## config.mk

```make
export PLATFORM = sky130hd
export DESIGN_NAME = bcd_counter_display
export DESIGN_NICKNAME = d
export VERILOG_FILES = /design/src/rtl/bcd_counter_display_pkg.sv /design/src/rtl/bcd_counter_display_digit_dec.sv /design/src/rtl/bcd_counter_display.sv
export SDC_FILE = /design/constraint.sdc
export NUM_CORES = 1
export LEC_CHECK = 0
export BUFFER_PORTS_ARGS = -buffer_cell sky130_fd_sc_hd__buf_4
export CAP_MARGIN = 20
export CORE_MARGIN = 5
export CORE_UTILIZATION = 40
export CTS_BUF_LIST = sky130_fd_sc_hd__clkbuf_4
export DETAILED_ROUTE_END_ITERATION = 6
export SLEW_MARGIN = 20
export SYNTH_ARGS = -nofsm -noshare
export SYNTH_HDL_FRONTEND = slang
export SYNTH_SLANG_ARGS = --single-unit
```

## constraint.sdc

```tcl
create_clock -name Clock -period 2.2 [get_ports Clock]
set_clock_uncertainty 0.2 [all_clocks]
set_input_delay 0.55 -clock Clock [delete_from_list [all_inputs] [get_ports Clock]]
set_output_delay 0.55 -clock Clock [all_outputs]
set_load 0.005 [all_outputs]
```

## src/rtl/bcd_counter_display_pkg.sv

```systemverilog
// Shared constants for the BCD counter/display: segment patterns (active low,
// bit order {g,f,e,d,c,b,a}), segment bit indices and the BCD digit limit.
package bcd_counter_display_pkg;

  localparam logic [3:0] BCD_MAX = 4'd9;

  localparam int SEG_A = 0;
  localparam int SEG_B = 1;
  localparam int SEG_C = 2;
  localparam int SEG_D = 3;
  localparam int SEG_E = 4;
  localparam int SEG_F = 5;
  localparam int SEG_G = 6;

  localparam logic [6:0] SEG_0     = 7'h40;
  localparam logic [6:0] SEG_1     = 7'h79;
  localparam logic [6:0] SEG_2     = 7'h24;
  localparam logic [6:0] SEG_3     = 7'h30;
  localparam logic [6:0] SEG_4     = 7'h19;
  localparam logic [6:0] SEG_5     = 7'h12;
  localparam logic [6:0] SEG_6     = 7'h02;
  localparam logic [6:0] SEG_7     = 7'h78;
  localparam logic [6:0] SEG_8     = 7'h00;
  localparam logic [6:0] SEG_9     = 7'h10;
  localparam logic [6:0] SEG_BLANK = 7'h7F;

  // Out-of-range load digits collapse to 0 so the counter only ever holds BCD.
  function automatic logic [3:0] bcd_clamp(input logic [3:0] v);
    return (v > BCD_MAX) ? 4'd0 : v;
  endfunction

endpackage

```

## src/rtl/bcd_counter_display_digit_dec.sv

```systemverilog
// Single-digit BCD to active-low 7-segment decoder with a forced-blank input.
module bcd_digit_dec
  import bcd_counter_display_pkg::*;
(
  input  logic [3:0] bcd,
  input  logic       blank,
  output logic [6:0] seg
);

  always_comb begin
    seg = SEG_BLANK;
    if (!blank) begin
      case (bcd)
        4'd0:    seg = SEG_0;
        4'd1:    seg = SEG_1;
        4'd2:    seg = SEG_2;
        4'd3:    seg = SEG_3;
        4'd4:    seg = SEG_4;
        4'd5:    seg = SEG_5;
        4'd6:    seg = SEG_6;
        4'd7:    seg = SEG_7;
        4'd8:    seg = SEG_8;
        4'd9:    seg = SEG_9;
        default: seg = SEG_BLANK;
      endcase
    end
  end

endmodule

```

## src/rtl/bcd_counter_display.sv

```systemverilog
// N-digit BCD up/down counter with prescaler and static per-digit 7-seg decode.
// Optional macro BCD_LEADING_ZERO_BLANK_EN blanks leading zero digits (digit 0 never).
module bcd_counter_display
  import bcd_counter_display_pkg::*;
#(
  parameter int DIGITS   = 2,
  parameter int PRESCALE = 50000000
)(
  input  logic                  Clock,
  input  logic                  Resetn,
  input  logic                  En,
  input  logic                  Up,
  input  logic                  Load,
  input  logic [4*DIGITS-1:0]   D,
  output logic [4*DIGITS-1:0]   Q,
  output logic [7*DIGITS-1:0]   H,
  output logic                  Tick,
  output logic                  Tc
);

  localparam int              PW       = (PRESCALE > 1) ? $clog2(PRESCALE) : 1;
  localparam logic [PW-1:0]   PRE_LAST = PW'(PRESCALE - 1);

  logic [PW-1:0]        pre_q, pre_d;
  logic [4*DIGITS-1:0]  q_q, q_d;
  logic                 tick_q, tick_d;
  logic                 tc_q, tc_d;
  logic                 carry;
  logic [3:0]           dig;
  logic [DIGITS-1:0]    blank;

  always_comb begin
    pre_d  = pre_q;
    q_d    = q_q;
    tick_d = 1'b0;
    tc_d   = 1'b0;
    carry  = 1'b1;
    dig    = 4'd0;
    if (Load) begin
      pre_d = '0;
      for (int k = 0; k < DIGITS; k++) q_d[4*k +: 4] = bcd_clamp(D[4*k +: 4]);
    end else if (En) begin
      if (pre_q == PRE_LAST) begin
        pre_d  = '0;
        tick_d = 1'b1;
        // carry doubles as borrow; surviving past the top digit means a wrap
        for (int k = 0; k < DIGITS; k++) begin
          dig = q_q[4*k +: 4];
          if (carry) begin
            if (Up) begin
              if (dig == BCD_MAX) dig = 4'd0;
              else begin
                dig   = dig + 4'd1;
                carry = 1'b0;
              end
            end else begin
              if (dig == 4'd0) dig = BCD_MAX;
              else begin
                dig   = dig - 4'd1;
                carry = 1'b0;
              end
            end
          end
          q_d[4*k +: 4] = dig;
        end
        tc_d = carry;
      end else begin
        pre_d = pre_q + PW'(1);
      end
    end
  end

  always_ff @(posedge Clock or negedge Resetn) begin
    if (!Resetn) begin
      pre_q  <= '0;
      q_q    <= '0;
      tick_q <= 1'b0;
      tc_q   <= 1'b0;
    end else begin
      pre_q  <= pre_d;
      q_q    <= q_d;
      tick_q <= tick_d;
      tc_q   <= tc_d;
    end
  end

`ifdef BCD_LEADING_ZERO_BLANK_EN
  logic upper_zero;

  always_comb begin
    blank      = '0;
    upper_zero = 1'b1;
    for (int k = DIGITS - 1; k > 0; k--) begin
      upper_zero = upper_zero && (q_q[4*k +: 4] == 4'd0);
      blank[k]   = upper_zero;
    end
  end
`else
  assign blank = '0;
`endif

  for (genvar k = 0; k < DIGITS; k++) begin : g_dig
    bcd_digit_dec u_dec (
      .bcd   (q_q[4*k +: 4]),
      .blank (blank[k]),
      .seg   (H[7*k +: 7])
    );
  end

  assign Q    = q_q;
  assign Tick = tick_q;
  assign Tc   = tc_q;

endmodule

```

==> results of run 1 <==
## placed cells by master, fill, tap and decap left out, types with 3 or more instances in the layout
| master | instances |
|---|---|
| xnor2_1 | 8 |
| inv_1 | 5 |
| dfrtp_1 | 30 |
| inv_4 | 4 |
| a21oi_1 | 16 |
| nand3_1 | 16 |
| clkbuf_4 | 7 |
| and4_1 | 4 |
| a21o_1 | 3 |
| inv_2 | 5 |
| dfrtp_2 | 6 |
| a31oi_1 | 7 |
| buf_6 | 5 |
| a21boi_0 | 3 |
| nand2_2 | 3 |
| ha_4 | 9 |
| nand3b_1 | 3 |
| nor2_2 | 3 |
| nand2_1 | 19 |
| mux2i_1 | 6 |
| nand4_1 | 9 |
| nor3_1 | 4 |
| nor2b_1 | 5 |
| o21ai_0 | 12 |
| nor2_1 | 37 |
| buf_4 | 71 |
| o21ai_1 | 4 |
| a21oi_2 | 4 |
| xor2_1 | 16 |
| o22ai_1 | 4 |
## cell families after synthesis
group | share of synthesized area (%)
and+or+nand+nor | 26.73
DFF | 35.64
AOI/OAI and AO/OA | 16.44
muxes | 2.376
xor gates and xnor gates | 8.317
buffers and inverters | 5.050
adders and majority gates | 5.445
## sequential cells by signal, indices dropped and copies added (netlist names)
register	cells
pre_q	26
Q	8
Tc	1
Tick	1
## where the power goes
group          internal, mW  leakage, nW  switching [mW]
Sequential            0.677        0.486          0.0226
Clock                 0.148       0.0338           0.211
Combinational         0.262        0.975           0.247
## routing by layer
metal	up-vias	GRT usage (%)	wire length [um]
met3	2	2.949	293
met4	0	3.248	25
met1	1150	19.52	2822
met5	-	0	0
met2	39	27.39	3229
li1	1212	-	-
## how the worst max path moves through the flow
stage,to
3_5_place_dp,Q[7]
5_1_grt,H[3]
2_1_floorplan,Q[7]
3_3_place_gp,Q[7]
6_report,H[3]
4_1_cts,H[3]
## layout make-up
class	instances	share of cell area, %
sequential	36	26.21
tap	77	2.780
timing repair buffer	79	18.45
inverter	14	1.805
clock inverter	1	0.1083
clock buffer	7	1.516
multi-input combinational	236	49.13
## timing repair
| action | CTS | global route |
|---|---|---|
| hold buffers | 1 | 0 |
| setup buffers | 8 | 10 |
| endpoints found under the setup margin | 14 | 20 |
| endpoints found under the hold margin | 36 | 0 |
| pin swaps | 11 | 11 |
| resized for setup | 31 | 33 |
## critical path: cells and delay by family (launching register included)
kind,cells,cell delay [ps]
AO/OA/AOI/OAI,2,180
adder cells (fa/ha/maj),1,170
buffers and inverters,1,140
flip-flops,1,470
AND/OR/NAND/NOR,1,230
==> impl_metrics.ini, run 1 <==
[sta]
rsz0062_at_grt = true
whs_ps = 227.0
finalSetupViolCount = 5
tightest_slew_ps = 523.4
relSlewSlack_pct = 64.74
max_freq_mhz = 439.6
drv_slew = 0
timing.final.crit_share_pct = 103.4
tns_ps = -218.1
fin_ws_ps = -74.86
hold_viol = 0
fin_crit_ps = 2275

[placement]
dp_cells = 423
dpl.hpwl_mm = 4.390
preCtsSetupSlack_ps = -26.26
port_buffers = 36
place_area_um2 = 3012
place_congestion = 0.8295

[worst_setup_path]
rr_endpoint = Q[7]
reg2reg_slack_ps = 90
reg2regPathDepth = 5
end_kind = primary output
crit_slowest_cell = dfrtp_2
worstSetupStartpointType = flop
critPathMaxStageDelay_ps = 470
cp_max_fo = 4
rr_startpoint = pre_q[10]
path_class = reg -> out
crit_start = Q[0]
required_ps = 1450
path_cells = ha_4 -> or2_4 -> a21oi_4 -> a31oi_1 -> buf_4
arrival_ps = 1520

[synth]
yosys_warnings = 0
synth_flop_cell = dfrtp_1
avgSynthCellArea_um2 = 8.453
yosys.area.top_type = dfrtp_1
synth_fp_nets = 323
syn_area_um2 = 2527
synth-edff-count = 0
synth_top_area_share_pct = 35.64
yosys-top-cells-area = dfrtp_1, nor2_1, xor2_1
ys_seq_elements = 36
synth.distinct_cells = 50
async_reset_ff_share_pct = 100.0
yosysMostFrequentCell = nor2_1
ys_seq_area_share_pct = 35.64
ys_top_cells_by_count = nor2_1, dfrtp_1, a21oi_1, nand2_1
syn_inst = 299

[cts]
clk_pin_slew_ps = 110
worst_skew_pair.late_latency_ps = 330
cts_root_buffer = clkbuf_4
cts_tree = yes
cts_buffers = 5
cts_max_level = 2
clockBufferDepth = 2
clock-sinks = 36

[floorplan]
ioPinCount = 37
dieArea_um2 = 8008
die_w_um = 89.49
core-area_um2 = 6241
initial_utilization_pct = 40.50
rows = 29
fp.dieH_um = 89.49

[drt]
wl_per_cell_um = 14.16
vias_per_cell = 5.340
drt_iter0_markers = 76
antenna_left = 0
via_count = 2403
routed_wl_mm = 6.370
first_pass_iters = 4
drcViolationCount = 0

[finish]
ff_latch_area_um2 = 908.4
final_nets = 396
final_area_um2 = 3466
final_cells = 450
nFillCells = 584
multi_input_area_um2 = 1703
num_antenna_cells = 0
drive_gt1_share_pct = 36.46
area_growth_pct = 37.13
utilization_pct = 55.53

[run_status]
status = finished with violations
violations = setup timing

[power_and_ir_drop]
power_mw = 1.567
power_density_nw_per_um2 = 452.1
power_leakage_nw = 1.495
ir_drop_uv = 242.9

[global_route]
grt_first_pass_wirelength_mm = 9.915
grt_max_degree = 37
grt_overflow = 0
grt_pass1_vias = 2206
grt.total_usage_pct = 15.46
antenna_found_initial = 0

[worst_hold_path]
min-delay-path-class = in -> reg
min_to = Q[7]
worstHoldStart = D[5]
hold_depth = 2

[run]
cap_violations = 0
Power figures use the tool's default switching activity.
==> run 2: changes to the inputs <==
CORE_MARGIN = unset   (was 5)
==> impl_metrics.ini, run 2 (synthesis gave the netlist of run 1 again) <==
[cts]
worst_skew_pair.late_latency_ps = 350
cts_max_level = 2
clock-sinks = 36
clockBufferDepth = 2
clk_pin_slew_ps = 120
cts_buffers = 5
cts_root_buffer = clkbuf_4
cts_tree = yes

[worst_setup_path]
reg2reg_slack_ps = -60
crit_start = Q[0]
path_class = reg -> out
crit_slowest_cell = dfrtp_2
worstSetupStartpointType = flop
path_cells = ha_4 -> or2_4 -> a21oi_4 -> a31oi_1 -> buf_4
rr_startpoint = pre_q[9]
end_kind = primary output
cp_top_family = flip-flops
cp_max_fo = 4
required_ps = 1450
critPathMaxStageDelay_ps = 480
path_buf_inv = 1
arrival_ps = 1570

[worst_hold_path]
worstHoldStart = D[5]
min-delay-path-class = in -> reg

[placement]
dpl.hpwl_mm = 4.129
preCtsSetupSlack_ps = -22.00
place_area_um2 = 3017
place_congestion = 0.7829
port_buffers = 36

[sta]
hold_viol = 0
fin_ws_ps = -123.6
relSlewSlack_pct = 65.67
whs_ps = 197.6
finalSetupViolCount = 16
drv_slew = 0
tns_ps = -881.1
timing.final.crit_share_pct = 105.6
rsz0062_at_grt = true
max_freq_mhz = 430.4
fin_crit_ps = 2324
tightest_slew_ps = 509.5

[power_and_ir_drop]
p_int_mw = 1.190
power.switching_mw = 0.5234
seqPwrFrac_pct = 40.6
p_sw_share_pct = 30.55
power_frac_comb_pct = 31.3
ir_drop_uv = 426.3
clkPwrFrac_pct = 28.1
power_leakage_nw = 1.574
power_density_nw_per_um2 = 472.8

[floorplan]
dieArea_um2 = 6641
rows = 28
core-area_um2 = 5991
initial_utilization_pct = 42.19
die_w_um = 81.49
fp.dieH_um = 81.49
ioPinCount = 37

[global_route]
grt_pass1_vias = 2188
grt.total_usage_pct = 20.05
antenna_found_initial = 0
grt_max_degree = 37
grt_first_pass_wirelength_mm = 10.20
grt_overflow = 0

[drt]
vias_per_cell = 5.291
via_count = 2418
routed_wl_mm = 6.579
drt_iter0_markers = 59
antenna_left = 0
wl_per_cell_um = 14.40
first_pass_iters = 4
drcViolationCount = 0

[finish]
nFillCells = 539
layout_common_cells = buf_4, nor2_1, dfrtp_1
largest_register_ffs = 26
final_area_um2 = 3623
final_nets = 405
drive_gt1_share_pct = 39.27
area_growth_pct = 43.37
utilization_pct = 60.48
multi_input_area_um2 = 1749
final_common_cell = buf_4
top_register = pre_q
ff_latch_area_um2 = 905.9
num_antenna_cells = 0

[run_status]
violations = setup timing
status = finished with violations

[run]
cap_violations = 0
## run 2: worst reg2reg max path: stages, from the launching register on
cell,delay [ps]
dfrtp_1,400
or4_4,550
nor4_4,360
o2111a_2,330
mux2i_1,210
o32ai_1,90
## run 2: through the flow
step	power, mW	std cells
after floorplan	0.9085	299
after global placement	1.089	422
after detailed placement	1.087	422
after CTS	1.650	446
after global routing	1.804	457
final	1.713	457
## run 2: worst paths after layout
check | cells past startpoint | endpoint
setup / recovery | 5 | H[3]
hold / removal | 2 | Q[7]
setup reg to reg | 5 | Q[7]
hold reg to reg | 2 | pre_q[15]
max in group asynchronous | 2 | Q[4]
min in group asynchronous | 2 | Tc
## run 2: what timing repair did
item | 4_1_cts | 5_1_grt
cloned | 0 | 1
endpoints found under the setup margin | 17 | 36
hold buffers | 1 | 0
hold endpoints to repair | 36 | 0
pin swaps | 13 | 20
setup buffers | 15 | 10
resized for setup | 42 | 37
## run 2: final cells by class
class	count	area share [%]
clock inverter	3	1.174
tap	75	2.590
multi-input combinational	236	48.27
clock buffer	5	1.036
inverter	14	1.657
sequential	36	25.00
timing repair buffer	88	20.27
## run 2: power by group through the flow
stage	sequential [mW]	clock [mW]	combinational [mW]
after floorplan	0.711	0	0.198
after global placement	0.704	0	0.385
after detailed placement	0.704	0	0.383
after CTS	0.692	0.494	0.464
after global routing	0.698	0.524	0.582
final	0.696	0.482	0.536
## run 2: routing by layer
| layer | vias up | routed length [um] | GRT usage (%) |
|---|---|---|---|
| li1 | 1226 | - | - |
| met1 | 1138 | 3004 | 25.64 |
| met2 | 45 | 3269 | 34.42 |
| met3 | 9 | 228 | 3.222 |
| met4 | 0 | 76 | 6.250 |
| met5 | - | 0 | 0 |
==> run 3: changes to the inputs <==
BUFFER_PORTS_ARGS = -buffer_cell sky130_fd_sc_hd__buf_2   (was -buffer_cell sky130_fd_sc_hd__buf_4)
==> impl_metrics.ini, run 3 (synthesis gave the netlist of run 1 again) <==
[worst_setup_path]
reg2regPathDepth = 5
rr_endpoint = Q[7]
cp_max_fo = 5
crit_end = H[5]
end_kind = primary output
rr_startpoint = pre_q[10]
path_class = reg -> out
reg2reg_slack_ps = -20
required_ps = 1450
worstSetupStartpointType = flop
arrival_ps = 1520
crit_start = Q[0]

[sta]
drv_slew = 0
relSlewSlack_pct = 64.84
tns_ps = -288.4
fin_ws_ps = -65.18
max_freq_mhz = 441.5
timing.final.crit_share_pct = 103.0
finalSetupViolCount = 9
tightest_slew_ps = 522.0
fin_crit_ps = 2265
hold_viol = 0
rsz0062_at_grt = true

[worst_hold_path]
min-delay-path-class = in -> async

[placement]
port_buffers = 36
dpl.hpwl_mm = 4.324
place_area_um2 = 2929
place_congestion = 0.8087

[finish]
final_nets = 394
utilization_pct = 55.24
num_antenna_cells = 0
top_register = pre_q
drive_gt1_share_pct = 34.77
final_common_cell = nor2_1
area_growth_pct = 30.94
largest_register_ffs = 26
layout_common_cells = nor2_1, buf_4, buf_2
final_area_um2 = 3309

[drt]
vias_per_cell = 5.374
first_pass_iters = 4
dr_wl_met3_um = 182
wl_per_cell_um = 14.25
wl_met2_mm = 3.134
routed_wl_mm = 6.356
drcViolationCount = 0
top_layer = met4
drt_iter0_markers = 70
via_count = 2397
antenna_left = 0
drt-met1-wl_mm = 2.970

[cts]
clock-sinks = 36
cts_buffers = 5
clockBufferDepth = 2
cts_root_buffer = clkbuf_4
cts_tree = yes
cts_max_level = 2
clk_pin_slew_ps = 110
worst_skew_pair.late_latency_ps = 340

[floorplan]
rows = 28
dieArea_um2 = 6641
fp.dieH_um = 81.49
initial_utilization_pct = 42.19
core-area_um2 = 5991
ioPinCount = 37
die_w_um = 81.49

[global_route]
grt_pass1_vias = 2229
grt.total_usage_pct = 20.47
antenna_found_initial = 0
grt_overflow = 0
grt_first_pass_wirelength_mm = 10.55
grt_max_degree = 37

[run]
cap_violations = 0

[power_and_ir_drop]
p_sw_share_pct = 30.11
clkPwrFrac_pct = 28.9
power_leakage_nw = 1.468
p_int_mw = 1.116
ir_drop_uv = 375.1
seqPwrFrac_pct = 43.6
power_density_nw_per_um2 = 482.5
power.switching_mw = 0.4807
power_frac_comb_pct = 27.5

[run_status]
violations = setup timing
status = finished with violations
[run 3: stage by stage]
| step | cells | total power, mW | hold WS (ps) | setup WS [ps] |
|---|---|---|---|---|
| finish | 446 | 1.597 | 41.18 | -65.18 |
| detailed placement | 424 | 1.054 | 334.5 | -0.5735 |
| global placement | 424 | 1.051 | 313.2 | 57.58 |
| CTS | 441 | 1.577 | 43.36 | -85.40 |
| global route | 446 | 1.684 | 89.78 | -151.1 |
| floorplan | 299 | 0.9085 | 54.41 | 59.54 |
[run 3: power groups by stage]
| stage | clock, mW | sequential, mW | combinational [mW] |
|---|---|---|---|
| 2_1_floorplan | 0 | 0.711 | 0.198 |
| 3_3_place_gp | 0 | 0.702 | 0.349 |
| 3_5_place_dp | 0 | 0.703 | 0.351 |
| 4_1_cts | 0.478 | 0.695 | 0.404 |
| 5_1_grt | 0.494 | 0.699 | 0.491 |
| 6_report | 0.461 | 0.696 | 0.440 |
[run 3: per-layer routing]
layer / vias up / GRT usage [%]
met5: - / 0
met4: 0 / 5.000
met1: 1143 / 27.08
li1: 1209 / -
met3: 8 / 3.444
met2: 37 / 34.58
[run 3: worst min-delay path by stage]
| stage | to | start | cells after the start |
|---|---|---|---|
| after floorplan | Q[0] | Resetn | 0 |
| after global routing | pre_q[0] | Resetn | 2 |
| after detailed placement | pre_q[25] | pre_q[25] | 2 |
| after CTS | pre_q[9] | Resetn | 2 |
| final | pre_q[21] | Resetn | 2 |
| after global placement | pre_q[15] | pre_q[15] | 2 |
[run 3: worst max-delay path: stages (launching register included)]
cell	delay [ps]
dfrtp_2	470
inv_2	90
ha_2	220
nand2b_1	90
a21oi_1	150
nor2_1	50
buf_2	120
[run 3: layout make-up]
type	instances	area, um^2
clock buffers	5	37.54
clock inverters	3	37.54
fillers	542	2681
inverters	14	55.05
multi-input cells	236	1674
flip-flops and latches	36	904.6
well taps	75	93.84
repair buffers	77	506.7
[run 3: repair_timing]
action,4_1_cts,5_1_grt
hold buffers,0,0
gates resized for setup,33,23
setup endpoints to repair,14,39
buffers inserted,9,5
pin swaps,9,13
endpoints found under the hold margin,0,0
